`config.mk`:
```
export PLATFORM = sky130hd
export DESIGN_NAME = serial_compare_msb_flat
export DESIGN_NICKNAME = d
export VERILOG_FILES = /design/src/rtl/serial_compare_msb_pkg.sv /design/src/rtl/serial_compare_msb_if.sv /design/src/rtl/serial_compare_msb_cell.sv /design/src/rtl/serial_compare_msb.sv /design/src/flat_wrapper.sv
export SDC_FILE = /design/constraint.sdc
export NUM_CORES = 1
export LEC_CHECK = 0
export ABC_AREA = 1
export CORE_UTILIZATION = 47
export DETAILED_ROUTE_END_ITERATION = 6
export HOLD_SLACK_MARGIN = 0.02
export PLACE_DENSITY = 0.84
export RECOVER_POWER = 25
export SYNTH_ARGS = -nofsm -noshare
export SYNTH_HDL_FRONTEND = slang
export SYNTH_SLANG_ARGS = --single-unit
export TNS_END_PERCENT = 1
```
`constraint.sdc`:
```
create_clock -name clk -period 2 [get_ports clk]
set_input_delay 0.3 -clock clk [delete_from_list [all_inputs] [get_ports clk]]
set_output_delay 0.3 -clock clk [all_outputs]
set_load 0.02 [all_outputs]
```
`src/rtl/serial_compare_msb_pkg.sv`:
```
// Shared types for the MSB-first serial comparator.
// State encodings and the {lt,eq,gt} flag bundle.
package serial_compare_msb_pkg;

    typedef enum logic [1:0] {
        IDLE = 2'b00,
        SCAN = 2'b01,
        DONE = 2'b10
    } state_t;

    // Flag order reused by the ALU control for SLT/branch decode.
    typedef struct packed {
        logic lt;
        logic eq;
        logic gt;
    } flags_t;

    localparam flags_t FLAGS_EQ = '{lt: 1'b0, eq: 1'b1, gt: 1'b0};

    function automatic flags_t mk_diff(input logic a_lt_b);
        return '{lt: a_lt_b, eq: 1'b0, gt: ~a_lt_b};
    endfunction

endpackage

```
`src/rtl/serial_compare_msb_if.sv`:
```
// Request/result bundle between the ALU control and the
// serial comparator.
interface serial_compare_msb_if #(
    parameter int WIDTH = 32,
    parameter int CW    = $clog2(WIDTH + 1)
);
    logic             start;
    logic             is_signed;
    logic [WIDTH-1:0] a;
    logic [WIDTH-1:0] b;
    logic             busy;
    logic             done;
    logic             lt;
    logic             eq;
    logic             gt;
    logic [CW-1:0]    scanned;

    modport master (
        output start, is_signed, a, b,
        input  busy, done, lt, eq, gt, scanned
    );

    modport slave (
        input  start, is_signed, a, b,
        output busy, done, lt, eq, gt, scanned
    );
endinterface

```
`src/rtl/serial_compare_msb_cell.sv`:
```
// One-bit compare cell; at the signed MSB the sense of
// "less than" flips because that bit carries negative weight.
module compare_msb_cell (
    input  logic a_bit,
    input  logic b_bit,
    input  logic is_msb_signed,
    output logic differ,
    output logic a_lt_b
);
    assign differ = a_bit ^ b_bit;
    assign a_lt_b = is_msb_signed ? (a_bit & ~b_bit)
                                  : (~a_bit & b_bit);
endmodule

```
`src/rtl/serial_compare_msb.sv`:
```
// Sequential MSB-first magnitude comparator, one bit per cycle,
// stopping at the first differing bit.
module serial_compare_msb
    import serial_compare_msb_pkg::*;
#(
    parameter int WIDTH = 32,
    parameter int CW    = $clog2(WIDTH + 1)
) (
    input logic              clk,
    input logic              reset_n,
    serial_compare_msb_if.slave bus
);
    localparam int IW = $clog2(WIDTH);
    localparam logic [IW-1:0] TOP = IW'(WIDTH - 1);

    state_t           state;
    state_t           state_nxt;
    logic [WIDTH-1:0] a_q;
    logic [WIDTH-1:0] b_q;
    logic             sgn_q;
    logic [IW-1:0]    idx;
    logic [CW-1:0]    cnt;
    logic [CW-1:0]    scanned_q;
    flags_t           res_q;
    logic             accept;
    logic             differ;
    logic             a_lt_b;
    logic             last;

    // DONE accepts too, giving back-to-back compares.
    assign accept = bus.start && (state != SCAN);
    assign last   = (idx == '0);

    compare_msb_cell u_cell (
        .a_bit         (a_q[idx]),
        .b_bit         (b_q[idx]),
        .is_msb_signed (sgn_q && (idx == TOP)),
        .differ        (differ),
        .a_lt_b        (a_lt_b)
    );

    always_ff @(posedge clk or negedge reset_n) begin
        if (!reset_n) state <= IDLE;
        else          state <= state_nxt;
    end

    always_comb begin
        state_nxt = state;
        unique case (state)
            IDLE: if (bus.start) state_nxt = SCAN;
            SCAN: if (differ || last) state_nxt = DONE;
            DONE: state_nxt = bus.start ? SCAN : IDLE;
            default: state_nxt = IDLE;
        endcase
    end

    always_ff @(posedge clk or negedge reset_n) begin
        if (!reset_n) begin
            a_q       <= '0;
            b_q       <= '0;
            sgn_q     <= 1'b0;
            idx       <= '0;
            cnt       <= '0;
            scanned_q <= '0;
            res_q     <= '0;
        end else if (accept) begin
            a_q   <= bus.a;
            b_q   <= bus.b;
            sgn_q <= bus.is_signed;
            idx   <= TOP;
            cnt   <= '0;
        end else if (state == SCAN) begin
            cnt <= cnt + 1'b1;
            if (differ) begin
                res_q     <= mk_diff(a_lt_b);
                scanned_q <= cnt + 1'b1;
            end else if (last) begin
                res_q     <= FLAGS_EQ;
                scanned_q <= cnt + 1'b1;
            end else begin
                idx <= idx - 1'b1;
            end
        end
    end

    assign bus.busy    = (state == SCAN);
    assign bus.done    = (state == DONE);
    assign bus.lt      = res_q.lt;
    assign bus.eq      = res_q.eq;
    assign bus.gt      = res_q.gt;
    assign bus.scanned = scanned_q;

endmodule

```
`src/flat_wrapper.sv`:
```
// flat-port wrapper written by rule: the top's interface ports become plain ports
module serial_compare_msb_flat import serial_compare_msb_pkg::*;
#(
    parameter int WIDTH = 32,
    parameter int CW    = $clog2(WIDTH + 1)
)
  (clk, reset_n, bus_start, bus_is_signed, bus_a, bus_b, bus_busy, bus_done, bus_lt, bus_eq, bus_gt, bus_scanned);
  serial_compare_msb_if #(.WIDTH(WIDTH), .CW(CW)) bus_i ();
  input logic clk;
  input logic reset_n;
  input wire logic [$bits(bus_i.start)-1:0] bus_start;
  input wire logic [$bits(bus_i.is_signed)-1:0] bus_is_signed;
  input wire logic [$bits(bus_i.a)-1:0] bus_a;
  input wire logic [$bits(bus_i.b)-1:0] bus_b;
  output wire logic [$bits(bus_i.busy)-1:0] bus_busy;
  output wire logic [$bits(bus_i.done)-1:0] bus_done;
  output wire logic [$bits(bus_i.lt)-1:0] bus_lt;
  output wire logic [$bits(bus_i.eq)-1:0] bus_eq;
  output wire logic [$bits(bus_i.gt)-1:0] bus_gt;
  output wire logic [$bits(bus_i.scanned)-1:0] bus_scanned;
  assign bus_i.start = bus_start;
  assign bus_i.is_signed = bus_is_signed;
  assign bus_i.a = bus_a;
  assign bus_i.b = bus_b;
  assign bus_busy = bus_i.busy;
  assign bus_done = bus_i.done;
  assign bus_lt = bus_i.lt;
  assign bus_eq = bus_i.eq;
  assign bus_gt = bus_i.gt;
  assign bus_scanned = bus_i.scanned;
  serial_compare_msb #(.WIDTH(WIDTH), .CW(CW)) u_core (.clk(clk), .reset_n(reset_n), .bus(bus_i));
endmodule
```
==> results of run 1 <==
## stage by stage
step	total power [W]	hold WS [ps]
detailed placement	0.00739	305
global route	0.0108	485
CTS	0.00947	462
global placement	0.00720	292
floorplan	0.00602	4.41
finish	0.0100	472
## worst register-to-register path, delay by kind of cell (launching register included)
kind | cells | cell delay (ps)
compound gates | 1 | 210
fa+ha+maj | 1 | 300
buf+inv | 2 | 260
flops | 1 | 440
simple gates | 9 | 850
## power by group through the flow
| stage | logic [W] | clock network [W] | registers [W] |
|---|---|---|---|
| floorplan | 0.00304 | 0 | 0.00298 |
| global placement | 0.00421 | 0 | 0.00299 |
| detailed placement | 0.00436 | 0 | 0.00302 |
| CTS | 0.00493 | 0.00151 | 0.00302 |
| global route | 0.00608 | 0.00158 | 0.00312 |
| finish | 0.00551 | 0.00151 | 0.00303 |
## layout by cell type, fill, tap and decap left out, types with 2 or more instances in the layout
| cell type | n |
|---|---|
| bufinv_16 | 3 |
| nand2_4 | 3 |
| clkbuf_8 | 11 |
| o21ai_2 | 6 |
| o22ai_1 | 2 |
| xor2_1 | 5 |
| buf_8 | 2 |
| clkdlybuf4s50_1 | 76 |
| nor2_4 | 3 |
| ha_1 | 4 |
| buf_6 | 5 |
| nor2_2 | 7 |
| inv_1 | 58 |
| dfrtp_1 | 86 |
| nand3_1 | 32 |
| buf_4 | 22 |
| nand2_8 | 3 |
| nor2_1 | 23 |
| o21ai_1 | 23 |
| nand2_2 | 10 |
| o21ai_0 | 29 |
| clkinv_8 | 2 |
| inv_2 | 3 |
| nand2_1 | 225 |
| nand3_2 | 3 |
## repair_timing
| item | CTS | global route |
|---|---|---|
| endpoints found under the setup margin | 16 | 16 |
| hold buffers | 1 | 0 |
| setup buffers | 3 | 3 |
| resized for setup | 24 | 34 |
| pin swaps | 8 | 14 |
| endpoints found under the hold margin | 37 | 0 |
| cloned | 2 | 2 |
## layout make-up
| cell class | count | area (um^2) | share of cell area, % |
|---|---|---|---|
| multi-input combinational | 384 | 1840 | 32.1 |
| clock inverter | 3 | 90.1 | 1.57 |
| timing repair buffer | 109 | 1060 | 18.4 |
| timing repair inverter | 2 | 25.0 | 0.437 |
| clock buffer | 12 | 155 | 2.71 |
| tap | 108 | 135 | 2.36 |
| inverter | 63 | 251 | 4.39 |
| sequential | 87 | 2180 | 38.0 |
## state kept, by name, indices dropped and copies added (netlist names), 2 cells and up
register,cells
u_core.state,2
u_core.bus.scanned,6
u_core.idx,5
u_core.a_q,32
u_core.cnt,6
u_core.b_q,32
## cells by family after synthesis
group / after synthesis / share of synthesized area (%)
simple gates: 311 / 29.0
buf+inv: 89 / 10.2
flops: 87 / 50.5
compound gates: 61 / 7.58
xor+xnor: 6 / 1.22
fa+ha+maj: 5 / 1.45
## layer usage
metal	routed length (um)	vias to the layer above
met2	5060	108
li1	-	1908
met3	478	17
met1	4690	1810
met5	0	-
met4	223	0
## worst min-delay path by stage
stage	to	cells after the start	slack (ps)
after global routing	u_core.b_q[26]	3	480
after global placement	u_core.a_q[23]	1	290
after detailed placement	u_core.a_q[17]	1	300
after CTS	u_core.a_q[17]	2	460
final	u_core.a_q[24]	3	470
after floorplan	u_core.a_q[0]	0	4
==> results.md, run 1 <==
- Post-DP HPWL: 6800 um
- TNS Setup: -956 ps
- Synth-to-Final Area Change: 33.0%
- Nets: around 730
- Final Worst Setup Slack: -145 ps
- CTS tree: yes
- Row Count: 34
- Synth area leaders: dfrtp_1 (51%), nand2_1 (21%), inv_1 (5.1%)
- Die ar.: 9560 um^2
- Fmax: 466 MHz
- IO Pins: 79
- Filler cells: 685
- Tcrit/Tclk final: 107%
- R2r worst-path depth: 13
- R2R Path Start: u_core.idx[0]
- HP Start: bus_a[24]
- Number of synthesized flops with an enable pin: 0
- DRC violations left: 12
- Worst Path Required: 2270 ps
- Final core utilization: between 60% and 70%
- Static Leak: approximately 2.9 nW
- Crit Path Class: flip-flop to flip-flop
- Post-placement cell count: 744
- R2r setup slk: -150 ps
- Finished Cell Area: 5730 um^2
- Synth top area share: 50.5%
- Num Clock Sinks: 87
- Async S/R FF share, synth: 100%
- Clock power frac: 15.0%
- Initial Util: between 40% and 50%
- All-Layer GR Usage: about 22%
- Slew HR: a little under two fifths
- Hold Crit Class: input port to flip-flop
- Vias in the first global route: 3746
- Pint: 0.00572 W
- Final-report hold violation count: 0
- GPL Wtd Cong: 0.888
- Vias per std cell: 5.00
- Power density over the cells: 1750 nW/um^2
- Vias after detailed routing: 3843
- CP Max Fanout: 8
- Max Clock Skew: around 8.6 ps
- Max Cap Violations: 0
- Reported net switching power: 0.00432 W
- Post-synth cell types: 26
- Crit. Startpoint: u_core.idx[0]
- Top-count cell post-synth: nand2_1
- Post-Route WL: 10400 um
- Drt wl/cell: 13.6 um
- Total CTS buffers: 9
- Combinational power share: a little over half
- Yosys warns: 0
- Reg clk slew, reported paths: 90 ps
- Met3 Use GR: 2.93%
- Worst Tran Pin Value: approximately 950 ps
- Post-route ant nets: 0
- Post-DP Area: 5250 um^2
- Sequential area share after synthesis: 50.5%
- Post-Syn Instances: 559
- Worst-case vdd ir drop: 876 uV
- First-pass GRT wire length: 17100 um
- Largest net degree at the start of global routing: 79
- Synthesized area per cell: 7.71 um^2
- RR Endpoint: u_core.idx[2]
- Final Non-Filler Cells: 768
- Synthesized flop and latch total: 87
- CP startpoint kind: flip-flop
- H-Tree Depth: 3
- Crit. End Element: flip-flop
- Sequential share of power: between 30% and 40%
- Dominant delay contributor by cell family on the critical path: simple AND/OR/NAND/NOR gates
- Synthesized cell area: 4310 um^2
- Post-synth top area cell: dfrtp_1
- Pre-antenna DRT Iters: 7
- Worst path depth: 13
- Final Max Slew Viols: 0
- Syn nets: about 630
- Initial antenna violation count: 0
- CP Cell Sequence: buf_8 -> clkinv_8 -> nand2_1 -> nand3_1 -> nand3_1 -> nand3_1 -> nor2_2 -> nor2_2 -> ha_4 -> nand2_8 -> nand2_8 -> nand2_8 -> o21ai_1
- Ys flop type: dfrtp_1
- Setup crit end: u_core.idx[2]
- Clock root cell: clkbuf_8
- Min Clock Period, post-route: ~2100 ps
- Failing checks: DRC, setup timing
- Grt total ovfl: 0
- DRT iter0 DRCs: 262
- Core Region: approximately 8800 um^2
- Met1 Use GR: 30.0%
- Unrepaired setup endpoints after global routing: true
- Clk buf depth: 2
- CP Buf/Inv Count: 2
- CP max stage cell: dfrtp_2
- Clk Latency, worst-skew pair: 360 ps
- Status: finished with violations
- Final setup fails: 14
- CP peak stage delay: 440 ps
- M2 GR Usage: 37.2%
- Worst EP arrival: approximately 2400 ps
- Antenna cells: 0
- Grt peak-use layer: met2
- Chip height: 97.8 um
- Share of cells above drive strength 1: 13.6%
- Width of the die: between 90 and 100 um
- IO Port Bufs: 78
- Net Sw Frac: between 40% and 50%
- Top cells by count, synth: nand2_1 (236), dfrtp_1 (87), inv_1 (59), nand3_1 (35), o21ai_0 (35)
- Setup WS pre-CTS: -225 ps
No activity file was read; power rests on OpenSTA's default activity.
==> run 2, diff against run 1 <==
- CORE_ASPECT_RATIO: unset -> 0.5
- GPL_ROUTABILITY_DRIVEN: unset -> 0
==> results.md, run 2 (same netlist as run 1, synthesis figures left out) <==
- Status: finished with violations
- Failing checks: setup timing
- Initial antenna violation count: 0 (unchanged)
- Nets: 732 (+0.41%)
- Vias in the first global route: 3948 (+5.4%)
- Final-report hold violation count: 0 (unchanged)
- Clock root cell: clkbuf_16
- Pre-antenna DRT Iters: 7 (unchanged)
- IO Pins: 79 (unchanged)
- Chip height: 69.7 um (-29%)
- CTS tree: yes
- Min Clock Period, post-route: 2210 ps (+63.1 ps)
- Highest Signal Layer: met4
- Slew HR: 40.1% (+3.2 points)
- Vias after detailed routing: 3922 (+2.1%)
- Met3 Wirelength: 646 um (+35%)
- Final Max Slew Viols: 0 (unchanged)
- Met1 wire length: 5000 um (+6.8%)
- DRC violations left: 0 (-12)
- Reg clk slew, reported paths: 60 ps (-30 ps)
- Drt wl/cell: 14.0 um (+3.1%)
- Worst Tran Pin Value: 898 ps (-48.7 ps)
- All-Layer GR Usage: 24.5% (+2.1 points)
- CP Max Fanout: 8 (unchanged)
- Total CTS buffers: 9 (unchanged)
- Max Cap Violations: 0 (unchanged)
- Fmax: 453 MHz (-2.9%)
- Unrepaired setup endpoints after global routing: true
- Final setup fails: 16 (+2)
- Top flop regs: u_core.a_q (32), u_core.b_q (32)
- Worst-case vdd ir drop: 900 uV (+2.8%)
- Worst EP arrival: 2440 ps (+20 ps)
- DRT iter0 DRCs: 276 (+5.3%)
- Hold Crit Class: flip-flop to flip-flop
- Share of cells above drive strength 1: 13.9% (+0.22 points)
- Grt total ovfl: 0 (unchanged)
- Worst Path Required: 2230 ps (-40 ps)
- Crit Path Class: flip-flop to flip-flop
- Most frequent cells in the layout: nand2_1 (227), dfrtp_1 (86), clkdlybuf4s50_1 (76), inv_1 (57), o21ai_0 (29)
- Initial Util: 49.0% (about the same)
- Tcrit/Tclk final: 110% (+3.2 points)
- Largest net degree at the start of global routing: 72 (-8.9%)
- Clk Latency, worst-skew pair: 340 ps (-20 ps)
- CP startpoint kind: flip-flop
- Final Worst Setup Slack: -208 ps (-63.1 ps)
- Static Leak: 2.99 nW (+3.7%)
- Width of the die: 137 um (+41%)
- Post-Route WL: 11000 um (+4.9%)
- Crit. End Element: flip-flop
- Max Clock Skew: 6.60 ps (-2.04 ps)
- Commonest non-fill, non-tap cell in the layout: nand2_1
- IO Port Bufs: 78 (unchanged)
- Final Non-Filler Cells: 781 (+1.7%)
- Antenna cells: 0 (unchanged)
- Post-DP HPWL: 6960 um (+2.3%)
- Post-route ant nets: 0 (unchanged)
- Post-placement cell count: 755 (+1.5%)
- Core Region: 8800 um^2 (about the same)
- Min Hold Slack: 480 ps (+7.70 ps)
- Num Clock Sinks: 87 (unchanged)
- Row Count: 24 (-29%)
- Power density over the cells: 1840 nW/um^2 (+4.7%)
- Synth-to-Final Area Change: 37.8%
- H-Tree Depth: 3 (unchanged)
- First-pass GRT wire length: 18100 um (+5.5%)
- Die ar.: 9580 um^2 (+0.25%)
- Met2 Wirelength: 5080 um (+0.34%)
- Clk buf depth: 2 (unchanged)
- Vias per std cell: 5.02 (+0.36%)
==> run 2: cell types whose count changed in the layout (fill, tap and decap cells not counted), sizes merged <==
cell          before  now
buf               30   35
bufinv             3    6
clkbuf            13   12
clkinv             2    0
dlygate4sd2        1    0
dlymetal6s2s       0    1
nand2            241  240
==> run 2: cell type report <==
type | count | area, um^2
fill | 645 | 2860
sequential | 87 | 2180
multi-input combinational | 383 | 1810
timing repair buffer | 115 | 1150
inverter | 63 | 241
clock buffer | 10 | 229
clock inverter | 6 | 180
tap | 117 | 146
==> run 2: metrics by stage <==
stage               setup WS, ps  TNS [ps]  power (W)  cell area (um^2)  util (%)
floorplan                   54.6         0    0.00602              4310         -
global placement            -142     -1250    0.00736              5310      60.4
finish                      -208     -2390     0.0109              5940      67.5
global route                -288     -3780     0.0116              5940      67.5
detailed placement          -217     -1980    0.00753              5310      60.4
CTS                        -85.4      -824     0.0105              5880      66.8
==> run 2: layer usage <==
layer,GRT usage (%),vias to the layer above
met3,7.02,23
li1,-,1913
met2,39.5,144
met4,9.28,0
met1,31.3,1842
met5,0,-
==> run 2: report_power, final <==
part           internal (W)  switching [W]
Clock               0.00160       0.000674
Sequential          0.00259       0.000454
Combinational       0.00235        0.00324
Total               0.00654        0.00437
==> run 2: worst max-delay path, stage by stage, from the launching register on <==
cell	delay [ps]
dfrtp_2	460
inv_4	100
buf_8	120
buf_6	130
buf_4	110
buf_4	110
ha_1	220
inv_1	90
nor3_4	160
nand2_1	120
nand2_4	120
nand2_8	80
buf_6	150
nand2_1	70
o21ai_2	50
==> run 2: final timing paths <==
check	slack, ps	cells past startpoint	start	to
max in group asynchronous	480	3	reset_n	u_core.cnt[5]
worst max register to register	-210	14	u_core.idx[0]	u_core.bus.scanned[4]
min in group asynchronous	610	2	reset_n	u_core.bus.scanned[4]
worst min register to register	480	2	u_core.a_q[1]	u_core.a_q[1]
worst min-delay path	480	2	u_core.a_q[1]	u_core.a_q[1]
worst max-delay path	-210	14	u_core.idx[0]	u_core.bus.scanned[4]
==> run 2: what timing repair did <==
| action | CTS | global route |
|---|---|---|
| gates resized for setup | 30 | 17 |
| hold buffers | 1 | 0 |
| endpoints found under the setup margin | 16 | 17 |
| buffers inserted | 7 | 2 |
| pin swaps | 11 | 5 |
| hold endpoints to repair | 33 | 0 |
==> run 3, diff against run 2 <==
- CTS_CLUSTER_DIAMETER: unset -> 40
- GPL_ROUTABILITY_DRIVEN: 0 -> unset
- SKIP_CTS_REPAIR_TIMING: unset -> 1
==> results.md, run 3 (same netlist as run 1, synthesis figures left out) <==
- Synth-to-Final Area Change: 38.4%
- Final Non-Filler Cells: 780 (-0.13%)
- Worst Path Required: 2230 ps (about the same)
- Power density over the cells: 1890 nW/um^2 (+2.7%)
- Final setup fails: 16 (unchanged)
- Clk buf depth: 2 (unchanged)
- Filler cells: 640 (-0.78%)
- Worst Tran Pin Value: 897 ps (-0.949 ps)
- Crit Path Class: flip-flop to flip-flop
- Combinational power share: 52.6% (+1.4 points)
- Largest net degree at the start of global routing: 72 (unchanged)
- Final Worst Setup Slack: -241 ps (-32.9 ps)
- Drt wl/cell: 14.2 um (+1.0%)
- CP startpoint kind: flip-flop
- DRC violations left: 0 (unchanged)
- DRT iter0 DRCs: 325 (+18%)
- Status: finished with violations
- Sequential share of power: 27.2% (-0.7 points)
- Area occupied by multi-input gates: 1810 um^2 (-0.35%)
- Vias per std cell: 5.04 (+0.43%)
- Max Clock Skew: 7.96 ps (+1.36 ps)
- H-Tree Depth: 3 (unchanged)
- Hold Crit Class: flip-flop to flip-flop
- Chip height: 69.7 um (unchanged)
- Grt total ovfl: 0 (unchanged)
- Min Hold Slack: 479 ps (-0.568 ps)
- GPL Wtd Cong: 0.841
- Total CTS buffers: 9 (unchanged)
- Tcrit/Tclk final: 112% (+1.6 points)
- Num Clock Sinks: 87 (unchanged)
- Unrepaired setup endpoints after global routing: true
- Setup WS pre-CTS: -217 ps (unchanged)
- Row Count: 24 (unchanged)
- Pre-antenna DRT Iters: 5 (-2)
- Net Sw Frac: 39.7% (-0.34 points)
- Share of cells above drive strength 1: 13.3% (-0.58 points)
- Core Region: 8800 um^2 (unchanged)
- Area occupied by registers: 2180 um^2 (unchanged)
- Nets: 731 (-0.14%)
- Clock root cell: clkbuf_16
- Max Cap Violations: 0 (unchanged)
- Vias after detailed routing: 3934 (+0.31%)
- Reported net switching power: 0.00447 W (+2.3%)
- Post-DP HPWL: 6960 um (unchanged)
- Slew HR: 40.2% (+0.063 points)
- Static Leak: 3.00 nW (+0.34%)
- Width of the die: 137 um (unchanged)
- Final Max Slew Viols: 0 (unchanged)
- Top flop regs: u_core.a_q (32), u_core.b_q (32)
- Die ar.: 9580 um^2 (unchanged)
- Post-Route WL: 11100 um (+0.91%)
- Most frequent cells in the layout: nand2_1 (226), dfrtp_1 (86), clkdlybuf4s50_1 (76), inv_1 (57), o21ai_0 (31)
- CP Max Fanout: 9 (+1)
- Initial antenna violation count: 0 (unchanged)
- Reg clk slew, reported paths: 60 ps (about the same)
- All-Layer GR Usage: 23.4% (-1.2 points)
- Clk Latency, worst-skew pair: 350 ps (about the same)
- Final-report hold violation count: 0 (unchanged)
- Fmax: 446 MHz (-1.5%)
- Clock power frac: 20.3% (-0.6 points)
- CTS tree: yes
- Worst-case vdd ir drop: 987 uV (+9.7%)
- Initial Util: 49.0% (unchanged)
- Total power: 0.0112 W (+3.2%)
- Worst EP arrival: 2470 ps (+30 ps)
- Crit. End Element: flip-flop
- Post-placement cell count: 755 (unchanged)
- Commonest non-fill, non-tap cell in the layout: nand2_1
- Post-route ant nets: 0 (unchanged)
- Pint: 0.00678 W (+3.8%)
- IO Port Bufs: 78 (unchanged)
- Failing checks: setup timing
- Antenna cells: 0 (unchanged)
- First-pass GRT wire length: 17300 um (-4.2%)
- IO Pins: 79 (unchanged)
- Vias in the first global route: 3839 (-2.8%)
- Min Clock Period, post-route: 2240 ps (+32.9 ps)
-- run 3: final timing paths --
path,startpoint,to,slack (ps),depth (start not counted)
worst max-delay path,u_core.idx[0],u_core.bus.scanned[2],-240,14
worst min-delay path,u_core.bus.lt,u_core.bus.lt,480,2
worst max register to register,u_core.idx[0],u_core.bus.scanned[2],-240,14
worst min register to register,u_core.bus.lt,u_core.bus.lt,480,2
max in group asynchronous,reset_n,u_core.idx[3],480,3
min in group asynchronous,reset_n,u_core.bus.scanned[3],610,2
-- run 3: routing by layer --
| metal | GRT usage (%) | up-vias | routed length (um) |
|---|---|---|---|
| li1 | - | 1913 | - |
| met1 | 30.6 | 1828 | 4920 |
| met2 | 37.5 | 164 | 5120 |
| met3 | 6.58 | 29 | 761 |
| met4 | 7.45 | 0 | 252 |
| met5 | 0 | - | 0 |
-- run 3: critical path, cell delays in order (launching register included) --
cell and delay [ps]:
dfrtp_2 480, clkinv_4 140, buf_6 160, nand2_1 50, nand3_1 60, nand3_1 140, nand3_2 120, nor2_1 140
nor2_2 80, ha_4 260, nand2_8 110, nand2_8 80, buf_4 140, nand2_1 80, nand2_1 70
-- run 3: power groups by stage --
stage | clock (W) | sequential [W] | combinational [W]
floorplan | 0 | 0.00298 | 0.00304
global placement | 0 | 0.00301 | 0.00435
detailed placement | 0 | 0.00303 | 0.00450
CTS | 0.00229 | 0.00302 | 0.00459
global route | 0.00236 | 0.00314 | 0.00646
finish | 0.00228 | 0.00305 | 0.00591
-- run 3: layout make-up --
type                    instances  share of cell area [%]
flip-flops and latches         87                    36.5
multi-input cells             384                    30.3
repair buffers                113                    19.7
inverters                      63                    4.13
clock buffers                  10                    3.84
clock inverters                 6                    3.02
well taps                     117                    2.45
-- run 3: stage by stage --
stage	util (%)	TNS (ps)	area [um^2]
6_report	67.8	-3000	5970
5_1_grt	67.8	-4350	5970
4_1_cts	65.0	-3320	5720
3_5_place_dp	60.4	-1980	5310
3_3_place_gp	60.4	-1250	5310
2_1_floorplan	-	0	4310
